## src/rtl/bru_iq_gen_if.sv

```systemverilog
// Issue-queue bundle: dispatch write ports, writeback wakeup, kill/age reference, and issue/PRF-read outputs.
// The master side is the dispatcher/core; the slave side is the issue queue itself.
interface bru_iq_gen_if #(
  parameter int IQ_ENTRIES         = 4,
  parameter int PAYLOAD_W          = 100,
  parameter int LOG_PR_COUNT       = 7,
  parameter int LOG_ROB_ENTRIES    = 5,
  parameter int PRF_BANK_COUNT     = 4,
  parameter int LOG_PRF_BANK_COUNT = 2
);
  localparam int UPPER_W = LOG_PR_COUNT - LOG_PRF_BANK_COUNT;

  logic [IQ_ENTRIES-1:0]                      dispatch_valid_by_entry;
  logic [IQ_ENTRIES-1:0][PAYLOAD_W-1:0]       dispatch_payload_by_entry;
  logic [IQ_ENTRIES-1:0][LOG_PR_COUNT-1:0]    dispatch_A_PR_by_entry;
  logic [IQ_ENTRIES-1:0]                      dispatch_A_unneeded_by_entry;
  logic [IQ_ENTRIES-1:0]                      dispatch_A_ready_by_entry;
  logic [IQ_ENTRIES-1:0][LOG_PR_COUNT-1:0]    dispatch_B_PR_by_entry;
  logic [IQ_ENTRIES-1:0]                      dispatch_B_unneeded_by_entry;
  logic [IQ_ENTRIES-1:0]                      dispatch_B_ready_by_entry;
  logic [IQ_ENTRIES-1:0][LOG_PR_COUNT-1:0]    dispatch_dest_PR_by_entry;
  logic [IQ_ENTRIES-1:0][LOG_ROB_ENTRIES-1:0] dispatch_ROB_index_by_entry;
  logic [IQ_ENTRIES-1:0]                      dispatch_open_by_entry;

  logic                                       pipeline_ready;
  logic [PRF_BANK_COUNT-1:0]                  WB_bus_valid_by_bank;
  logic [PRF_BANK_COUNT-1:0][UPPER_W-1:0]     WB_bus_upper_PR_by_bank;
  logic                                       kill_valid;
  logic [LOG_ROB_ENTRIES-1:0]                 kill_ROB_index;
  logic [LOG_ROB_ENTRIES-1:0]                 ROB_head_index;

  logic                                       issue_valid;
  logic [PAYLOAD_W-1:0]                       issue_payload;
  logic                                       issue_A_unneeded;
  logic                                       issue_A_forward;
  logic [LOG_PRF_BANK_COUNT-1:0]              issue_A_bank;
  logic                                       issue_B_unneeded;
  logic                                       issue_B_forward;
  logic [LOG_PRF_BANK_COUNT-1:0]              issue_B_bank;
  logic [LOG_PR_COUNT-1:0]                    issue_dest_PR;
  logic [LOG_ROB_ENTRIES-1:0]                 issue_ROB_index;
  logic                                       PRF_req_A_valid;
  logic [LOG_PR_COUNT-1:0]                    PRF_req_A_PR;
  logic                                       PRF_req_B_valid;
  logic [LOG_PR_COUNT-1:0]                    PRF_req_B_PR;

  modport master (
    output dispatch_valid_by_entry, dispatch_payload_by_entry,
           dispatch_A_PR_by_entry, dispatch_A_unneeded_by_entry, dispatch_A_ready_by_entry,
           dispatch_B_PR_by_entry, dispatch_B_unneeded_by_entry, dispatch_B_ready_by_entry,
           dispatch_dest_PR_by_entry, dispatch_ROB_index_by_entry,
           pipeline_ready, WB_bus_valid_by_bank, WB_bus_upper_PR_by_bank,
           kill_valid, kill_ROB_index, ROB_head_index,
    input  dispatch_open_by_entry,
           issue_valid, issue_payload, issue_A_unneeded, issue_A_forward, issue_A_bank,
           issue_B_unneeded, issue_B_forward, issue_B_bank, issue_dest_PR, issue_ROB_index,
           PRF_req_A_valid, PRF_req_A_PR, PRF_req_B_valid, PRF_req_B_PR
  );

  modport slave (
    input  dispatch_valid_by_entry, dispatch_payload_by_entry,
           dispatch_A_PR_by_entry, dispatch_A_unneeded_by_entry, dispatch_A_ready_by_entry,
           dispatch_B_PR_by_entry, dispatch_B_unneeded_by_entry, dispatch_B_ready_by_entry,
           dispatch_dest_PR_by_entry, dispatch_ROB_index_by_entry,
           pipeline_ready, WB_bus_valid_by_bank, WB_bus_upper_PR_by_bank,
           kill_valid, kill_ROB_index, ROB_head_index,
    output dispatch_open_by_entry,
           issue_valid, issue_payload, issue_A_unneeded, issue_A_forward, issue_A_bank,
           issue_B_unneeded, issue_B_forward, issue_B_bank, issue_dest_PR, issue_ROB_index,
           PRF_req_A_valid, PRF_req_A_PR, PRF_req_B_valid, PRF_req_B_PR
  );
endinterface

```

## src/rtl/bru_iq_gen.sv

```systemverilog
// Collapsing age-ordered issue queue (entry 0 oldest): issues the oldest ready op combinationally from state, stalls on
// ~pipeline_ready, wakes operands from the WB bus, kills ROB-younger ops; IQ_OCCUPANCY_EN adds a registered occupancy count.
module bru_iq_gen #(
  parameter int IQ_ENTRIES         = 4,
  parameter int PAYLOAD_W          = 100,
  parameter int LOG_PR_COUNT       = 7,
  parameter int LOG_ROB_ENTRIES    = 5,
  parameter int LOG_PRF_BANK_COUNT = 2
) (
  input  logic CLK,
  input  logic nRST,
  bru_iq_gen_if.slave bus
`ifdef IQ_OCCUPANCY_EN
  ,
  output logic [$clog2(IQ_ENTRIES+1)-1:0] occupancy
`endif
);
  localparam int IDX_W = $clog2(IQ_ENTRIES);
  localparam int LPR   = LOG_PR_COUNT;
  localparam int LROB  = LOG_ROB_ENTRIES;
  localparam int LB    = LOG_PRF_BANK_COUNT;

  logic [IQ_ENTRIES-1:0]                 r_valid, r_A_unneeded, r_A_ready, r_B_unneeded, r_B_ready;
  logic [IQ_ENTRIES-1:0][PAYLOAD_W-1:0]  r_payload;
  logic [IQ_ENTRIES-1:0][LPR-1:0]        r_A_PR, r_B_PR, r_dest_PR;
  logic [IQ_ENTRIES-1:0][LROB-1:0]       r_ROB_index;

  logic [IQ_ENTRIES-1:0]                 w_nxt_valid, w_nxt_A_unneeded, w_nxt_A_ready, w_nxt_B_unneeded, w_nxt_B_ready;
  logic [IQ_ENTRIES-1:0][PAYLOAD_W-1:0]  w_nxt_payload, w_up_payload;
  logic [IQ_ENTRIES-1:0][LPR-1:0]        w_nxt_A_PR, w_nxt_B_PR, w_nxt_dest_PR;
  logic [IQ_ENTRIES-1:0][LPR-1:0]        w_up_A_PR, w_up_B_PR, w_up_dest_PR;
  logic [IQ_ENTRIES-1:0][LROB-1:0]       w_nxt_ROB_index, w_up_ROB_index, w_entry_age;

  logic [IQ_ENTRIES-1:0] w_A_forward, w_B_forward, w_kill_mask, w_eff_valid, w_ready;
  logic [IQ_ENTRIES-1:0] w_issue_mask, w_shift, w_hold;
  logic [IQ_ENTRIES-1:0] w_A_rdy_upd, w_B_rdy_upd;
  logic [IQ_ENTRIES-1:0] w_valid_up, w_eff_up, w_A_un_up, w_B_un_up, w_A_rdy_up, w_B_rdy_up;
  logic [LROB-1:0]       w_kill_age;
  logic [IDX_W-1:0]      w_issue_idx;
  logic                  w_issue_found;

  // Wakeup, head-relative kill age and per-entry readiness.
  always_comb begin
    w_A_forward = '0;
    w_B_forward = '0;
    w_kill_mask = '0;
    w_ready     = '0;
    w_entry_age = '0;
    w_kill_age  = bus.kill_ROB_index - bus.ROB_head_index;
    for (int i = 0; i < IQ_ENTRIES; i++) begin
      w_A_forward[i] = bus.WB_bus_valid_by_bank[r_A_PR[i][LB-1:0]] &
                       (bus.WB_bus_upper_PR_by_bank[r_A_PR[i][LB-1:0]] == r_A_PR[i][LPR-1:LB]);
      w_B_forward[i] = bus.WB_bus_valid_by_bank[r_B_PR[i][LB-1:0]] &
                       (bus.WB_bus_upper_PR_by_bank[r_B_PR[i][LB-1:0]] == r_B_PR[i][LPR-1:LB]);
      w_entry_age[i] = r_ROB_index[i] - bus.ROB_head_index;
      w_kill_mask[i] = bus.kill_valid & r_valid[i] & (w_entry_age[i] > w_kill_age);
      w_ready[i]     = bus.pipeline_ready & r_valid[i] & ~w_kill_mask[i] &
                       (r_A_unneeded[i] | r_A_ready[i] | w_A_forward[i]) &
                       (r_B_unneeded[i] | r_B_ready[i] | w_B_forward[i]);
    end
  end

  assign w_eff_valid = r_valid & ~w_kill_mask;
  assign w_A_rdy_upd = r_A_ready | w_A_forward;
  assign w_B_rdy_upd = r_B_ready | w_B_forward;

  always_comb begin
    w_issue_found = 1'b0;
    w_issue_idx   = '0;
    for (int i = IQ_ENTRIES - 1; i >= 0; i--) begin
      if (w_ready[i]) begin
        w_issue_found = 1'b1;
        w_issue_idx   = IDX_W'(i);
      end
    end
    w_issue_mask = '0;
    for (int i = 0; i < IQ_ENTRIES; i++) begin
      w_issue_mask[i] = w_issue_found & (IDX_W'(i) >= w_issue_idx);
    end
  end

  assign bus.issue_valid      = w_issue_found;
  assign bus.issue_payload    = r_payload[w_issue_idx];
  assign bus.issue_A_unneeded = r_A_unneeded[w_issue_idx];
  assign bus.issue_A_forward  = w_A_forward[w_issue_idx];
  assign bus.issue_A_bank     = r_A_PR[w_issue_idx][LB-1:0];
  assign bus.issue_B_unneeded = r_B_unneeded[w_issue_idx];
  assign bus.issue_B_forward  = w_B_forward[w_issue_idx];
  assign bus.issue_B_bank     = r_B_PR[w_issue_idx][LB-1:0];
  assign bus.issue_dest_PR    = r_dest_PR[w_issue_idx];
  assign bus.issue_ROB_index  = r_ROB_index[w_issue_idx];
  // Forwarded operands come off the bypass network, so no PRF read for them.
  assign bus.PRF_req_A_valid  = w_issue_found & ~r_A_unneeded[w_issue_idx] & ~w_A_forward[w_issue_idx];
  assign bus.PRF_req_A_PR     = r_A_PR[w_issue_idx];
  assign bus.PRF_req_B_valid  = w_issue_found & ~r_B_unneeded[w_issue_idx] & ~w_B_forward[w_issue_idx];
  assign bus.PRF_req_B_PR     = r_B_PR[w_issue_idx];

  // Views of entry i+1 as seen from entry i; the top entry sees an empty slot.
  assign w_valid_up = {1'b0, r_valid[IQ_ENTRIES-1:1]};
  assign w_eff_up   = {1'b0, w_eff_valid[IQ_ENTRIES-1:1]};
  assign w_A_un_up  = {1'b0, r_A_unneeded[IQ_ENTRIES-1:1]};
  assign w_B_un_up  = {1'b0, r_B_unneeded[IQ_ENTRIES-1:1]};
  assign w_A_rdy_up = {1'b0, w_A_rdy_upd[IQ_ENTRIES-1:1]};
  assign w_B_rdy_up = {1'b0, w_B_rdy_upd[IQ_ENTRIES-1:1]};

  always_comb begin
    w_up_payload   = '0;
    w_up_A_PR      = '0;
    w_up_B_PR      = '0;
    w_up_dest_PR   = '0;
    w_up_ROB_index = '0;
    for (int i = 0; i < IQ_ENTRIES - 1; i++) begin
      w_up_payload[i]   = r_payload[i+1];
      w_up_A_PR[i]      = r_A_PR[i+1];
      w_up_B_PR[i]      = r_B_PR[i+1];
      w_up_dest_PR[i]   = r_dest_PR[i+1];
      w_up_ROB_index[i] = r_ROB_index[i+1];
    end
  end

  // An issuing slot with nothing above it behaves as empty, so it can take a dispatch directly.
  assign w_shift = w_issue_mask & w_valid_up;
  assign w_hold  = w_eff_valid & ~w_issue_mask;
  assign bus.dispatch_open_by_entry = {IQ_ENTRIES{~bus.kill_valid}} & ~w_shift & ~(r_valid & ~w_issue_mask);

  always_comb begin
    w_nxt_valid      = '0;
    w_nxt_payload    = r_payload;
    w_nxt_A_PR       = r_A_PR;
    w_nxt_A_unneeded = r_A_unneeded;
    w_nxt_A_ready    = r_A_ready;
    w_nxt_B_PR       = r_B_PR;
    w_nxt_B_unneeded = r_B_unneeded;
    w_nxt_B_ready    = r_B_ready;
    w_nxt_dest_PR    = r_dest_PR;
    w_nxt_ROB_index  = r_ROB_index;
    for (int i = 0; i < IQ_ENTRIES; i++) begin
      if (w_shift[i]) begin
        w_nxt_valid[i]      = w_eff_up[i];
        w_nxt_payload[i]    = w_up_payload[i];
        w_nxt_A_PR[i]       = w_up_A_PR[i];
        w_nxt_A_unneeded[i] = w_A_un_up[i];
        w_nxt_A_ready[i]    = w_A_rdy_up[i];
        w_nxt_B_PR[i]       = w_up_B_PR[i];
        w_nxt_B_unneeded[i] = w_B_un_up[i];
        w_nxt_B_ready[i]    = w_B_rdy_up[i];
        w_nxt_dest_PR[i]    = w_up_dest_PR[i];
        w_nxt_ROB_index[i]  = w_up_ROB_index[i];
      end else if (w_hold[i]) begin
        w_nxt_valid[i]   = 1'b1;
        w_nxt_A_ready[i] = w_A_rdy_upd[i];
        w_nxt_B_ready[i] = w_B_rdy_upd[i];
      end else begin
        w_nxt_valid[i] = bus.dispatch_valid_by_entry[i] & ~bus.kill_valid;
        if (bus.dispatch_valid_by_entry[i]) begin
          w_nxt_payload[i]    = bus.dispatch_payload_by_entry[i];
          w_nxt_A_PR[i]       = bus.dispatch_A_PR_by_entry[i];
          w_nxt_A_unneeded[i] = bus.dispatch_A_unneeded_by_entry[i];
          w_nxt_A_ready[i]    = bus.dispatch_A_ready_by_entry[i];
          w_nxt_B_PR[i]       = bus.dispatch_B_PR_by_entry[i];
          w_nxt_B_unneeded[i] = bus.dispatch_B_unneeded_by_entry[i];
          w_nxt_B_ready[i]    = bus.dispatch_B_ready_by_entry[i];
          w_nxt_dest_PR[i]    = bus.dispatch_dest_PR_by_entry[i];
          w_nxt_ROB_index[i]  = bus.dispatch_ROB_index_by_entry[i];
        end
      end
    end
  end

  always_ff @(posedge CLK or negedge nRST) begin
    if (!nRST) begin
      r_valid      <= '0;
      r_payload    <= '0;
      r_A_PR       <= '0;
      r_A_unneeded <= '0;
      r_A_ready    <= '0;
      r_B_PR       <= '0;
      r_B_unneeded <= '0;
      r_B_ready    <= '0;
      r_dest_PR    <= '0;
      r_ROB_index  <= '0;
    end else begin
      r_valid      <= w_nxt_valid;
      r_payload    <= w_nxt_payload;
      r_A_PR       <= w_nxt_A_PR;
      r_A_unneeded <= w_nxt_A_unneeded;
      r_A_ready    <= w_nxt_A_ready;
      r_B_PR       <= w_nxt_B_PR;
      r_B_unneeded <= w_nxt_B_unneeded;
      r_B_ready    <= w_nxt_B_ready;
      r_dest_PR    <= w_nxt_dest_PR;
      r_ROB_index  <= w_nxt_ROB_index;
    end
  end

`ifdef IQ_OCCUPANCY_EN
  localparam int OCC_W = $clog2(IQ_ENTRIES + 1);
  logic [OCC_W-1:0] w_occ_nxt;

  always_comb begin
    w_occ_nxt = '0;
    for (int i = 0; i < IQ_ENTRIES; i++) begin
      w_occ_nxt = w_occ_nxt + OCC_W'(w_nxt_valid[i]);
    end
  end

  always_ff @(posedge CLK or negedge nRST) begin
    if (!nRST) begin
      occupancy <= '0;
    end else begin
      occupancy <= w_occ_nxt;
    end
  end
`endif
endmodule
```

## src/flat_wrapper.sv

```systemverilog
// flat-port wrapper written by rule: the top's interface ports become plain ports
module bru_iq_gen_flat 
#(
  parameter int IQ_ENTRIES         = 4,
  parameter int PAYLOAD_W          = 100,
  parameter int LOG_PR_COUNT       = 7,
  parameter int LOG_ROB_ENTRIES    = 5,
  parameter int LOG_PRF_BANK_COUNT = 2
)
  (CLK, nRST, bus_dispatch_valid_by_entry, bus_dispatch_payload_by_entry, bus_dispatch_A_PR_by_entry, bus_dispatch_A_unneeded_by_entry, bus_dispatch_A_ready_by_entry, bus_dispatch_B_PR_by_entry, bus_dispatch_B_unneeded_by_entry, bus_dispatch_B_ready_by_entry, bus_dispatch_dest_PR_by_entry, bus_dispatch_ROB_index_by_entry, bus_pipeline_ready, bus_WB_bus_valid_by_bank, bus_WB_bus_upper_PR_by_bank, bus_kill_valid, bus_kill_ROB_index, bus_ROB_head_index, bus_dispatch_open_by_entry, bus_issue_valid, bus_issue_payload, bus_issue_A_unneeded, bus_issue_A_forward, bus_issue_A_bank, bus_issue_B_unneeded, bus_issue_B_forward, bus_issue_B_bank, bus_issue_dest_PR, bus_issue_ROB_index, bus_PRF_req_A_valid, bus_PRF_req_A_PR, bus_PRF_req_B_valid, bus_PRF_req_B_PR);
  bru_iq_gen_if #(.IQ_ENTRIES(IQ_ENTRIES), .PAYLOAD_W(PAYLOAD_W), .LOG_PR_COUNT(LOG_PR_COUNT), .LOG_ROB_ENTRIES(LOG_ROB_ENTRIES), .LOG_PRF_BANK_COUNT(LOG_PRF_BANK_COUNT)) bus_i ();
  input  logic CLK;
  input  logic nRST;
  input wire logic [$bits(bus_i.dispatch_valid_by_entry)-1:0] bus_dispatch_valid_by_entry;
  input wire logic [$bits(bus_i.dispatch_payload_by_entry)-1:0] bus_dispatch_payload_by_entry;
  input wire logic [$bits(bus_i.dispatch_A_PR_by_entry)-1:0] bus_dispatch_A_PR_by_entry;
  input wire logic [$bits(bus_i.dispatch_A_unneeded_by_entry)-1:0] bus_dispatch_A_unneeded_by_entry;
  input wire logic [$bits(bus_i.dispatch_A_ready_by_entry)-1:0] bus_dispatch_A_ready_by_entry;
  input wire logic [$bits(bus_i.dispatch_B_PR_by_entry)-1:0] bus_dispatch_B_PR_by_entry;
  input wire logic [$bits(bus_i.dispatch_B_unneeded_by_entry)-1:0] bus_dispatch_B_unneeded_by_entry;
  input wire logic [$bits(bus_i.dispatch_B_ready_by_entry)-1:0] bus_dispatch_B_ready_by_entry;
  input wire logic [$bits(bus_i.dispatch_dest_PR_by_entry)-1:0] bus_dispatch_dest_PR_by_entry;
  input wire logic [$bits(bus_i.dispatch_ROB_index_by_entry)-1:0] bus_dispatch_ROB_index_by_entry;
  input wire logic [$bits(bus_i.pipeline_ready)-1:0] bus_pipeline_ready;
  input wire logic [$bits(bus_i.WB_bus_valid_by_bank)-1:0] bus_WB_bus_valid_by_bank;
  input wire logic [$bits(bus_i.WB_bus_upper_PR_by_bank)-1:0] bus_WB_bus_upper_PR_by_bank;
  input wire logic [$bits(bus_i.kill_valid)-1:0] bus_kill_valid;
  input wire logic [$bits(bus_i.kill_ROB_index)-1:0] bus_kill_ROB_index;
  input wire logic [$bits(bus_i.ROB_head_index)-1:0] bus_ROB_head_index;
  output wire logic [$bits(bus_i.dispatch_open_by_entry)-1:0] bus_dispatch_open_by_entry;
  output wire logic [$bits(bus_i.issue_valid)-1:0] bus_issue_valid;
  output wire logic [$bits(bus_i.issue_payload)-1:0] bus_issue_payload;
  output wire logic [$bits(bus_i.issue_A_unneeded)-1:0] bus_issue_A_unneeded;
  output wire logic [$bits(bus_i.issue_A_forward)-1:0] bus_issue_A_forward;
  output wire logic [$bits(bus_i.issue_A_bank)-1:0] bus_issue_A_bank;
  output wire logic [$bits(bus_i.issue_B_unneeded)-1:0] bus_issue_B_unneeded;
  output wire logic [$bits(bus_i.issue_B_forward)-1:0] bus_issue_B_forward;
  output wire logic [$bits(bus_i.issue_B_bank)-1:0] bus_issue_B_bank;
  output wire logic [$bits(bus_i.issue_dest_PR)-1:0] bus_issue_dest_PR;
  output wire logic [$bits(bus_i.issue_ROB_index)-1:0] bus_issue_ROB_index;
  output wire logic [$bits(bus_i.PRF_req_A_valid)-1:0] bus_PRF_req_A_valid;
  output wire logic [$bits(bus_i.PRF_req_A_PR)-1:0] bus_PRF_req_A_PR;
  output wire logic [$bits(bus_i.PRF_req_B_valid)-1:0] bus_PRF_req_B_valid;
  output wire logic [$bits(bus_i.PRF_req_B_PR)-1:0] bus_PRF_req_B_PR;
  assign bus_i.dispatch_valid_by_entry = bus_dispatch_valid_by_entry;
  assign bus_i.dispatch_payload_by_entry = bus_dispatch_payload_by_entry;
  assign bus_i.dispatch_A_PR_by_entry = bus_dispatch_A_PR_by_entry;
  assign bus_i.dispatch_A_unneeded_by_entry = bus_dispatch_A_unneeded_by_entry;
  assign bus_i.dispatch_A_ready_by_entry = bus_dispatch_A_ready_by_entry;
  assign bus_i.dispatch_B_PR_by_entry = bus_dispatch_B_PR_by_entry;
  assign bus_i.dispatch_B_unneeded_by_entry = bus_dispatch_B_unneeded_by_entry;
  assign bus_i.dispatch_B_ready_by_entry = bus_dispatch_B_ready_by_entry;
  assign bus_i.dispatch_dest_PR_by_entry = bus_dispatch_dest_PR_by_entry;
  assign bus_i.dispatch_ROB_index_by_entry = bus_dispatch_ROB_index_by_entry;
  assign bus_i.pipeline_ready = bus_pipeline_ready;
  assign bus_i.WB_bus_valid_by_bank = bus_WB_bus_valid_by_bank;
  assign bus_i.WB_bus_upper_PR_by_bank = bus_WB_bus_upper_PR_by_bank;
  assign bus_i.kill_valid = bus_kill_valid;
  assign bus_i.kill_ROB_index = bus_kill_ROB_index;
  assign bus_i.ROB_head_index = bus_ROB_head_index;
  assign bus_dispatch_open_by_entry = bus_i.dispatch_open_by_entry;
  assign bus_issue_valid = bus_i.issue_valid;
  assign bus_issue_payload = bus_i.issue_payload;
  assign bus_issue_A_unneeded = bus_i.issue_A_unneeded;
  assign bus_issue_A_forward = bus_i.issue_A_forward;
  assign bus_issue_A_bank = bus_i.issue_A_bank;
  assign bus_issue_B_unneeded = bus_i.issue_B_unneeded;
  assign bus_issue_B_forward = bus_i.issue_B_forward;
  assign bus_issue_B_bank = bus_i.issue_B_bank;
  assign bus_issue_dest_PR = bus_i.issue_dest_PR;
  assign bus_issue_ROB_index = bus_i.issue_ROB_index;
  assign bus_PRF_req_A_valid = bus_i.PRF_req_A_valid;
  assign bus_PRF_req_A_PR = bus_i.PRF_req_A_PR;
  assign bus_PRF_req_B_valid = bus_i.PRF_req_B_valid;
  assign bus_PRF_req_B_PR = bus_i.PRF_req_B_PR;
  bru_iq_gen #(.IQ_ENTRIES(IQ_ENTRIES), .PAYLOAD_W(PAYLOAD_W), .LOG_PR_COUNT(LOG_PR_COUNT), .LOG_ROB_ENTRIES(LOG_ROB_ENTRIES), .LOG_PRF_BANK_COUNT(LOG_PRF_BANK_COUNT)) u_core (.CLK(CLK), .nRST(nRST), .bus(bus_i));
endmodule
```

## config.mk

```make
export PLATFORM = sky130hd
export DESIGN_NAME = bru_iq_gen_flat
export DESIGN_NICKNAME = d
export VERILOG_FILES = /design/src/rtl/bru_iq_gen_if.sv /design/src/rtl/bru_iq_gen.sv /design/src/flat_wrapper.sv
export SDC_FILE = /design/constraint.sdc
export NUM_CORES = 1
export LEC_CHECK = 0
export CAP_MARGIN = 40
export CELL_PAD_IN_SITES_DETAIL_PLACEMENT = 1
export CELL_PAD_IN_SITES_GLOBAL_PLACEMENT = 1
export CORE_UTILIZATION = 36
export CTS_BUF_LIST = sky130_fd_sc_hd__clkbuf_16
export DETAILED_ROUTE_END_ITERATION = 6
export PLACE_DENSITY_LB_ADDON = 0.1
export SLEW_MARGIN = 10
export SYNTH_ARGS = -nofsm -noshare
export SYNTH_HDL_FRONTEND = slang
export SYNTH_SLANG_ARGS = --single-unit
```

## constraint.sdc

```tcl
create_clock -name CLK -period 5 [get_ports CLK]
set_input_delay 0.75 -clock CLK [delete_from_list [all_inputs] [get_ports CLK]]
set_output_delay 0.75 -clock CLK [all_outputs]
set_load 0.05 [all_outputs]
```

==> results of run 1 <==
[synth_stat cells (20+ instances only)]
cell	count	share of area [%]
sky130_fd_sc_hd__dfrtp_1	524	42
sky130_fd_sc_hd__mux2i_1	418	13
sky130_fd_sc_hd__mux2_2	303	11
sky130_fd_sc_hd__nand2_1	301	3.6
sky130_fd_sc_hd__o21ai_0	199	3.2
sky130_fd_sc_hd__a21oi_1	149	2.4
sky130_fd_sc_hd__a211oi_1	130	3.1
sky130_fd_sc_hd__and2_1	122	2.4
sky130_fd_sc_hd__clkbuf_1	97	1.2
sky130_fd_sc_hd__buf_2	78	1.2
sky130_fd_sc_hd__o21ai_1	78	1.2
sky130_fd_sc_hd__mux2_4	76	3.7
sky130_fd_sc_hd__xor2_1	52	1.5
sky130_fd_sc_hd__ha_1	35	1.4
sky130_fd_sc_hd__xnor2_1	33	0.92
sky130_fd_sc_hd__inv_1	27	0.32
sky130_fd_sc_hd__buf_6	25	0.90
sky130_fd_sc_hd__mux4_2	23	1.7
sky130_fd_sc_hd__nor2_1	23	0.28
sky130_fd_sc_hd__buf_4	20	0.48
[flip-flops by register name, indices dropped and copies added, names as in the netlist]
| signal | cells |
|---|---|
| u_core.r_A_PR | 28 |
| u_core.r_A_ready | 4 |
| u_core.r_A_unneeded | 4 |
| u_core.r_B_PR | 28 |
| u_core.r_B_ready | 4 |
| u_core.r_B_unneeded | 4 |
| u_core.r_ROB_index | 20 |
| u_core.r_dest_PR | 28 |
| u_core.r_payload | 400 |
| u_core.r_valid | 4 |
[worst max-delay path: stages]
cell and delay [ns]:
sky130_fd_sc_hd__clkdlybuf4s50_1 0.47, sky130_fd_sc_hd__inv_2 0.10, sky130_fd_sc_hd__buf_4 0.15, sky130_fd_sc_hd__ha_1 0.33
sky130_fd_sc_hd__a21oi_2 0.17, sky130_fd_sc_hd__xnor2_1 0.09, sky130_fd_sc_hd__ha_1 0.37, sky130_fd_sc_hd__buf_4 0.14
sky130_fd_sc_hd__nand2_1 0.05, sky130_fd_sc_hd__o311a_1 0.29, sky130_fd_sc_hd__a22oi_2 0.31, sky130_fd_sc_hd__o22ai_4 0.12
sky130_fd_sc_hd__o21ba_4 0.32, sky130_fd_sc_hd__buf_12 0.13, sky130_fd_sc_hd__buf_12 0.17, sky130_fd_sc_hd__buf_16 0.20
sky130_fd_sc_hd__mux2i_1 0.34, sky130_fd_sc_hd__a21oi_4 0.09, sky130_fd_sc_hd__buf_4 0.19
[layout make-up]
| class | instances | area, um2 | area share, % |
|---|---|---|---|
| diodes | 37 | 92.6 | 0.185 |
| clock buffers | 67 | 1680 | 3.34 |
| clock inverters | 53 | 439 | 0.876 |
| inverters | 27 | 108 | 0.215 |
| multi-input cells | 2098 | 20800 | 41.4 |
| flip-flops and latches | 524 | 13100 | 26.2 |
| well taps | 1144 | 1430 | 2.86 |
| repair buffers | 1067 | 12500 | 25.0 |
[cell families after synthesis]
logic type      count (synthesis)  share of synthesized area [%]
xor+xnor                       85                           2.38
buf+inv                       261                           4.29
simple gates                  519                           7.86
compound gates                630                           12.1
mux                           823                           29.7
fa+ha+maj                      41                           1.75
flops                         524                           41.9
[routing by layer]
metal / up-vias / part of all wire [%] / GRT usage (%)
met2: 860 / 51 / 52.6
met1: 14299 / 40 / 37.3
li1: 12185 / - / -
met4: 28 / 4.1 / 13.7
met5: - / 0.14 / 0
met3: 292 / 5.1 / 5.11
[cells in the final DEF, fill, tap and decap left out, types with 32 or more instances in the layout]
cell type,instances
sky130_fd_sc_hd__mux2_4,77
sky130_fd_sc_hd__diode_2,37
sky130_fd_sc_hd__buf_12,168
sky130_fd_sc_hd__xor2_1,52
sky130_fd_sc_hd__a211oi_2,48
sky130_fd_sc_hd__buf_6,60
sky130_fd_sc_hd__xnor2_1,32
sky130_fd_sc_hd__buf_4,230
sky130_fd_sc_hd__o21ai_0,196
sky130_fd_sc_hd__a211oi_4,82
sky130_fd_sc_hd__mux2i_1,331
sky130_fd_sc_hd__nand2_1,299
sky130_fd_sc_hd__clkdlybuf4s50_1,554
sky130_fd_sc_hd__mux2_2,302
sky130_fd_sc_hd__mux2i_4,45
sky130_fd_sc_hd__and2_4,78
sky130_fd_sc_hd__mux2i_2,42
sky130_fd_sc_hd__o21ai_1,78
sky130_fd_sc_hd__and2_1,48
sky130_fd_sc_hd__a21oi_4,129
sky130_fd_sc_hd__dfrtp_1,524
sky130_fd_sc_hd__clkbuf_16,77
[worst max path at each step]
stage	from	endpoint	slack, ns	cells past startpoint
2_1_floorplan	bus_ROB_head_index[1]	bus_PRF_req_A_valid	-0.51	17
3_3_place_gp	bus_ROB_head_index[1]	bus_PRF_req_B_valid	-1.09	18
3_5_place_dp	bus_ROB_head_index[0]	bus_PRF_req_B_valid	-1.14	18
4_1_cts	u_core.r_ROB_index[15]$_DFFE_PN0P_	bus_issue_payload[68]	-0.49	20
5_1_grt	u_core.r_ROB_index[5]$_DFFE_PN0P_	bus_issue_payload[31]	-0.74	20
6_report	bus_ROB_head_index[3]	bus_issue_payload[31]	-0.57	19
[per-stage QoR]
stage / setup slack, ns / TNS (ns)
after floorplan: -0.514 / -5.93
after global placement: -1.09 / -277.16
after detailed placement: -1.14 / -338.38
after CTS: -0.494 / -56.90
after global routing: -0.739 / -88.33
final: -0.570 / -65.57
[repair_timing]
action,4_1_cts,5_1_grt
gates resized for setup,290,185
pin swaps,64,45
endpoints found under the setup margin,145,140
endpoints found under the hold margin,0,0
cloned,15,11
buffers inserted,30,29
==> results.md, run 1 <==
Logic synthesis:
- In the synthesized netlist, the number of instances is 2883.
- The share of the yosys chip area belonging to registers is 41.9%.
- The total number of yosys warnings is 0.
- The synthesized design contains 524 register bits.
- The async set or reset register ratio after synthesis is 100%.
- The unique cell type count in the Yosys netlist is 76.
- The average size of a mapped cell is 10.8 um2.
- When the netlist entered floorplanning its net count stood at 3485.
- The area of the mapped netlist is 0.0313 mm2.
- In this run, synthesis inferred 0 flip-flops with an integrated enable.
- The prevailing post-synth register cell is sky130_fd_sc_hd__dfrtp_1.

Critical path:
- STA classifies the critical path startpoint as an input pin.
- The setup check on the worst reg-to-reg path leaves a slack of 0.26 ns.
- The worst setup path is captured at an output port.
- The cell depth of the worst flop-to-flop path is 21.
- The critical-path maximum fanout is 16.
- Data arrives at the worst endpoint at 4.82 ns.
- Data on the critical path is required at its endpoint by 4.25 ns.
- The worst setup path category is in2out.
- The worst register-to-register path ends at u_core.r_payload[289]$_DFFE_PN0P_.
- In this run the critical register-to-register path is launched from u_core.r_ROB_index[5]$_DFFE_PN0P_.

Timing:
- The smallest clock period supported by the final layout is computed as 5.57 ns.
- The hold violation count in the final report is 0.
- Measured against its own limit, the worst slew margin works out to 48.2%.
- Setup repair after global routing could not meet its margin everywhere.
- The final critical path takes up 111% of the cycle.
- The final setup slack of the worst path is -0.570 ns.
- The worst setup skew after layout is 0.0386 ns.
- The number of max-slew violations in the final report came to 0.
- At the pin with the least slew margin, the transition time is 0.777 ns.
- Hold is met by 0.0973 ns.
- Setup violations remaining at the end of the flow were counted as 140.
- The fmax is 0.180 GHz.

Cells and area:
- The filler cell count is 8450.
- The final cell count without fillers is 5017.
- With fillers left out, the area of the finished cells amounts to 0.0501 mm2.
- At the end of the flow, the number of nets in the layout was 4387.
- In the final layout, the share of cells above drive strength 1 is 39.3%.
- The area growth from synthesis to layout is 60.4%.
- For this run, the share of the core covered by cells in the final layout is 58.6%.

Detailed routing:
- The residual DRC count is 0.
- The first TritonRoute pass finished after 5 iterations.
- The routed length per placed instance is 27.9 um.
- The remaining antenna violation count after routing is 0.
- Summed over all layers, the routed wires come to 140000 um.
- The number of design-rule violations left by the first detailed-router iteration is 1362.
- Across all layers, the routed design uses 27664 vias.
- The via density per instance is 5.51.

Floorplan:
- In this run the standard cell core region covers 0.0855 mm2.
- The die outline width is 297 um.
- The die is 297 um tall.
- The die area is 0.0880 mm2.
- The number of cell rows is 107.
- Once the floorplan was initialized, standard cells occupied 36.5% of the core.
- 703 I/O pins were placed.

GRT:
- Entering global routing, the biggest net connects 105 pins.
- Global routing consumed, over all layers together, 30.5% of the routing resources.
- The initial antenna violation count came to 52.
- The global-route wire length before repair is 199000 um.
- The aggregate global routing overflow is 0.
- The number of global-route vias before repair came to 30357.

Clock network:
- In this run the deepest clock path goes through 3 buffers.
- The hold-fix buffer count after cts is 0.
- In this run the clock root is driven by a sky130_fd_sc_hd__clkbuf_16.
- The H-tree depth is 3.
- The tree built by TritonCTS fans out to 524 sinks.
- The insertion delay of the later-clocked pin in the worst-skew pair is 0.63 ns.
- The post-CTS clock slew at the launch and capture registers of the worst setup and hold paths is 0.06 ns.
- Clock tree synthesis inserted a total of 67 buffers.
- The TritonCTS clock tree is done.

Placed design:
- At the end of routability-driven placement, the weighted congestion stood at 0.920.
- The HPWL after detailed placement is 97100 um.
- The number of buffers inserted by port buffering is 702.
- The count of placed standard cells including taps is 4779.
- The post-placement cell area is 0.0446 mm2.

Run status:
- The flow ran to the end, but the final reports show violations.
- The checks that failed: setup timing.

Worst hold path:
- The type of the tightest min-delay check is in2async.

Job:
- Max-cap violations in this run came to 0.
Power of run 1 is not shown: default switching activity piles up to over one toggle a cycle in this logic, so the estimate is an artifact.
==> run 2, diff against run 1 <==
--- a/config.mk
+++ b/config.mk
@@ -11,6 +11,7 @@
 export CORE_UTILIZATION = 36
 export CTS_BUF_LIST = sky130_fd_sc_hd__clkbuf_16
 export DETAILED_ROUTE_END_ITERATION = 6
+export MAX_ROUTING_LAYER = met4
 export PLACE_DENSITY_LB_ADDON = 0.1
 export SLEW_MARGIN = 10
 export SYNTH_ARGS = -nofsm -noshare
==> run 2 against run 1 <==
The run still ends with setup timing left. Register-to-register slack worse by 0.10 ns. Non-clock buffer count grew 15. Die area unchanged. Routed wire length is 1.4% lower. Hold slack better by 0.13 ns. Utilization decreased by 0.96 points. Count of clock-buffer cells in the layout grew 1. Via count decreased by 0.65%. Sequential share of layout area increased by 0.44 points. Critical endpoint is now bus_issue_payload[6]. Highest routed layer is now met4.
==> results.md, run 2 (synthesized netlist as in run 1, its figures left out) <==
Detailed routing:
- Dividing the detail-routed wire length by the instance count gives 27.4 um.
- The number of design-rule violations left by the first detailed-router iteration is 1481.
- After detailed routing, the number of remaining DRC violations is 0.
- The first-pass detailed-route iteration total is 5.
- For this block, the routed nets add up to 138000 um of wire.
- The number of vias in the routed layout is 27484.
- The via density per instance is 5.46.
- The count of nets left with antenna violations once routing finished came out at 0.

Cells and area:
- The signed area change from the synthesized netlist to the final layout is 57.7%.
- The most common cell after layout, fill and taps aside is sky130_fd_sc_hd__clkdlybuf4s50_1.
- The net count reported at finish is 4404.
- The largest register by flop count is u_core.r_payload.
- In the final layout, flip-flops and latches occupy 0.0131 mm2.
- Of the cells placed in the final design, the portion with a size suffix greater than 1 is 38.4%.
- The library cells used most frequently in the layout, excluding fill and tap cells, are sky130_fd_sc_hd__clkdlybuf4s50_1, sky130_fd_sc_hd__dfrtp_1, sky130_fd_sc_hd__mux2i_1, sky130_fd_sc_hd__mux2_2, sky130_fd_sc_hd__nand2_1.
- The area of the multi-input gates is 0.0203 mm2.
- Counting the fill cells in the layout gives 8622.
- The register with the most flip-flops in the layout has 400 of them.
- The final core utilization is 57.6%.

Run status:
- The flow ran to the end, but the final reports show violations.
- The checks that failed: setup timing.

Critical path:
- In this run the worst setup path terminates at bus_issue_payload[6].
- The signal on the critical path passes through buf_4, clkinvlp_4, fa_2, a21o_1, a21oi_2, xnor2_2, ha_1, nand4_1, nor2_2, o32ai_1, or4b_4, a21oi_4, nand2_4, a21o_2, buf_12, buf_4, a21oi_4, buf_12.
- The register-to-register setup slack is 0.16 ns.
- The path length in cells of the critical path is 18.
- The launch instance of the worst register-to-register path is u_core.r_ROB_index[0]$_DFFE_PN0P_.
- Broken down by cell family, the worst path's largest delay share belongs to compound AO/OA/AOI/OAI gates.
- The arrival time at the worst endpoint is 4.77 ns.
- The worst setup path category is in2out.
- In this run the worst path has a maximum fanout of 30.
- The critical register-to-register path endpoint is u_core.r_payload[3]$_DFFE_PN0P_.
- Tracing the worst setup path back leads to its startpoint at bus_ROB_head_index[1].
- The number of buffers and inverters on the critical path is 5.
- STA classifies the critical path endpoint as an output port.
- The worst stage delay on the critical path is 0.52 ns.
- The worst path required time is 4.25 ns.
- Among all stages on the critical path, the largest delay is contributed by sky130_fd_sc_hd__or4b_4.
- The cell depth of the worst flop-to-flop path is 20.
- The startpoint type of the worst setup path is an input pin.

GRT:
- The number of global-route vias before repair is 30669.
- In the global route stage, overall resource usage came out at 31.7%.
- Entering global routing, the biggest net connects 108 pins.
- The first global-routing pass estimated 201000 um of wire.
- The initial antenna violation count is 40.
- For this run the aggregate overflow at the end of global routing stands at 0.

Job:
- The max capacitance violation total is 0.

Timing:
- The final setup slack of the worst path is -0.520 ns.
- The share of the cycle needed by the critical path after routing is 110%.
- Across the routed clock network, the largest skew measured is 0.0341 ns.
- The total negative slack for setup checks is -63.18 ns.
- The hold violation count in the final report is 0.
- The time the worst path needs with I/O delays and setup is 5.52 ns.
- The worst max-slew margin expressed relative to the limit is 34.5%.
- Setup violations remaining at the end of the flow were counted as 140.
- The number of max-slew violations in the final report is 0.
- Setup repair after global routing could not meet its margin everywhere.
- The actual slew at the worst max-slew pin is 0.983 ns.
- The fmax is 0.181 GHz.

Clock network:
- The TritonCTS clock tree is done.
- The cell sitting at the root of the clock tree is a sky130_fd_sc_hd__clkbuf_16.
- The longest clock path from root to sink contains 3 buffers.
- In this run, CTS created clock tree buffers numbering 67.
- The post-CTS clock slew at the launch and capture registers of the worst setup and hold paths is 0.06 ns.
- The clock sink count is 524.
- The H-tree depth is 3.
- The insertion delay of the later-clocked pin in the worst-skew pair is 0.61 ns.

Worst hold path:
- The type of the tightest min-delay check is in2async.

Placed design:
- Input and output buffers added on the ports amount to 702.
- The placer congestion estimate is 0.913.
- The HPWL after detailed placement is 101000 um.

Floorplan:
- In this run the vertical extent of the chip is 297 um.
- The floorplan step set the die width to 297 um.
- The initialized floorplan defines 107 standard-cell rows.
- The die area is 0.0880 mm2.
- The initial utilization of the core area, before any placement, comes to 36.5%.
- The core box area is 0.0855 mm2.
- The top-level I/O count is 703.
run 2: per-layer routing:
metal,vias to the layer above,track usage (%),wire [um]
met5,-,-,0
met4,0,14.0,5870
met3,252,3.79,5680
met2,780,53.5,70300
met1,14231,38.1,56200
li1,12221,-,-
run 2: worst min-delay path by stage:
stage          slack, ns                           endpoint  cells after the start                        startpoint
2_1_floorplan       0.45       u_core.r_A_PR[0]$_DFFE_PN0P_                      0                              nRST
3_3_place_gp        0.46   u_core.r_payload[45]$_DFFE_PN0P_                      2  u_core.r_payload[45]$_DFFE_PN0P_
3_5_place_dp        0.47   u_core.r_payload[45]$_DFFE_PN0P_                      2  u_core.r_payload[45]$_DFFE_PN0P_
4_1_cts             0.28  u_core.r_payload[382]$_DFFE_PN0P_                      1                              nRST
5_1_grt             0.28  u_core.r_payload[382]$_DFFE_PN0P_                      1                              nRST
6_report            0.22  u_core.r_payload[382]$_DFFE_PN0P_                      1                              nRST
run 2: stage by stage:
step | worst slack, ns | std cells | hold slack, ns | area [um2]
global route | -0.690 | 5036 | 0.279 | 49300
finish | -0.520 | 5037 | 0.225 | 49300
floorplan | -0.514 | 2883 | 0.448 | 33900
detailed placement | -1.19 | 4838 | 0.470 | 45000
CTS | -0.558 | 4986 | 0.276 | 48500
global placement | -1.15 | 4838 | 0.461 | 45000
run 2: cell type report:
cell class	instances	area share, %
Sequential cell	524	26.6
Clock inverter	52	0.868
Tap cell	1144	2.90
Clock buffer	68	3.45
Timing Repair Buffer	1082	24.6
Multi-Input combinational cell	2100	41.2
Inverter	27	0.218
Antenna cell	40	0.203
run 2: repair_timing:
item,CTS,global route
pin swaps,30,19
hold buffers,0,0
cloned,11,2
hold endpoints to repair,0,0
setup endpoints to repair,322,236
buffers inserted,17,10
gates resized for setup,218,122
Power of run 2 is left out for the same reason.
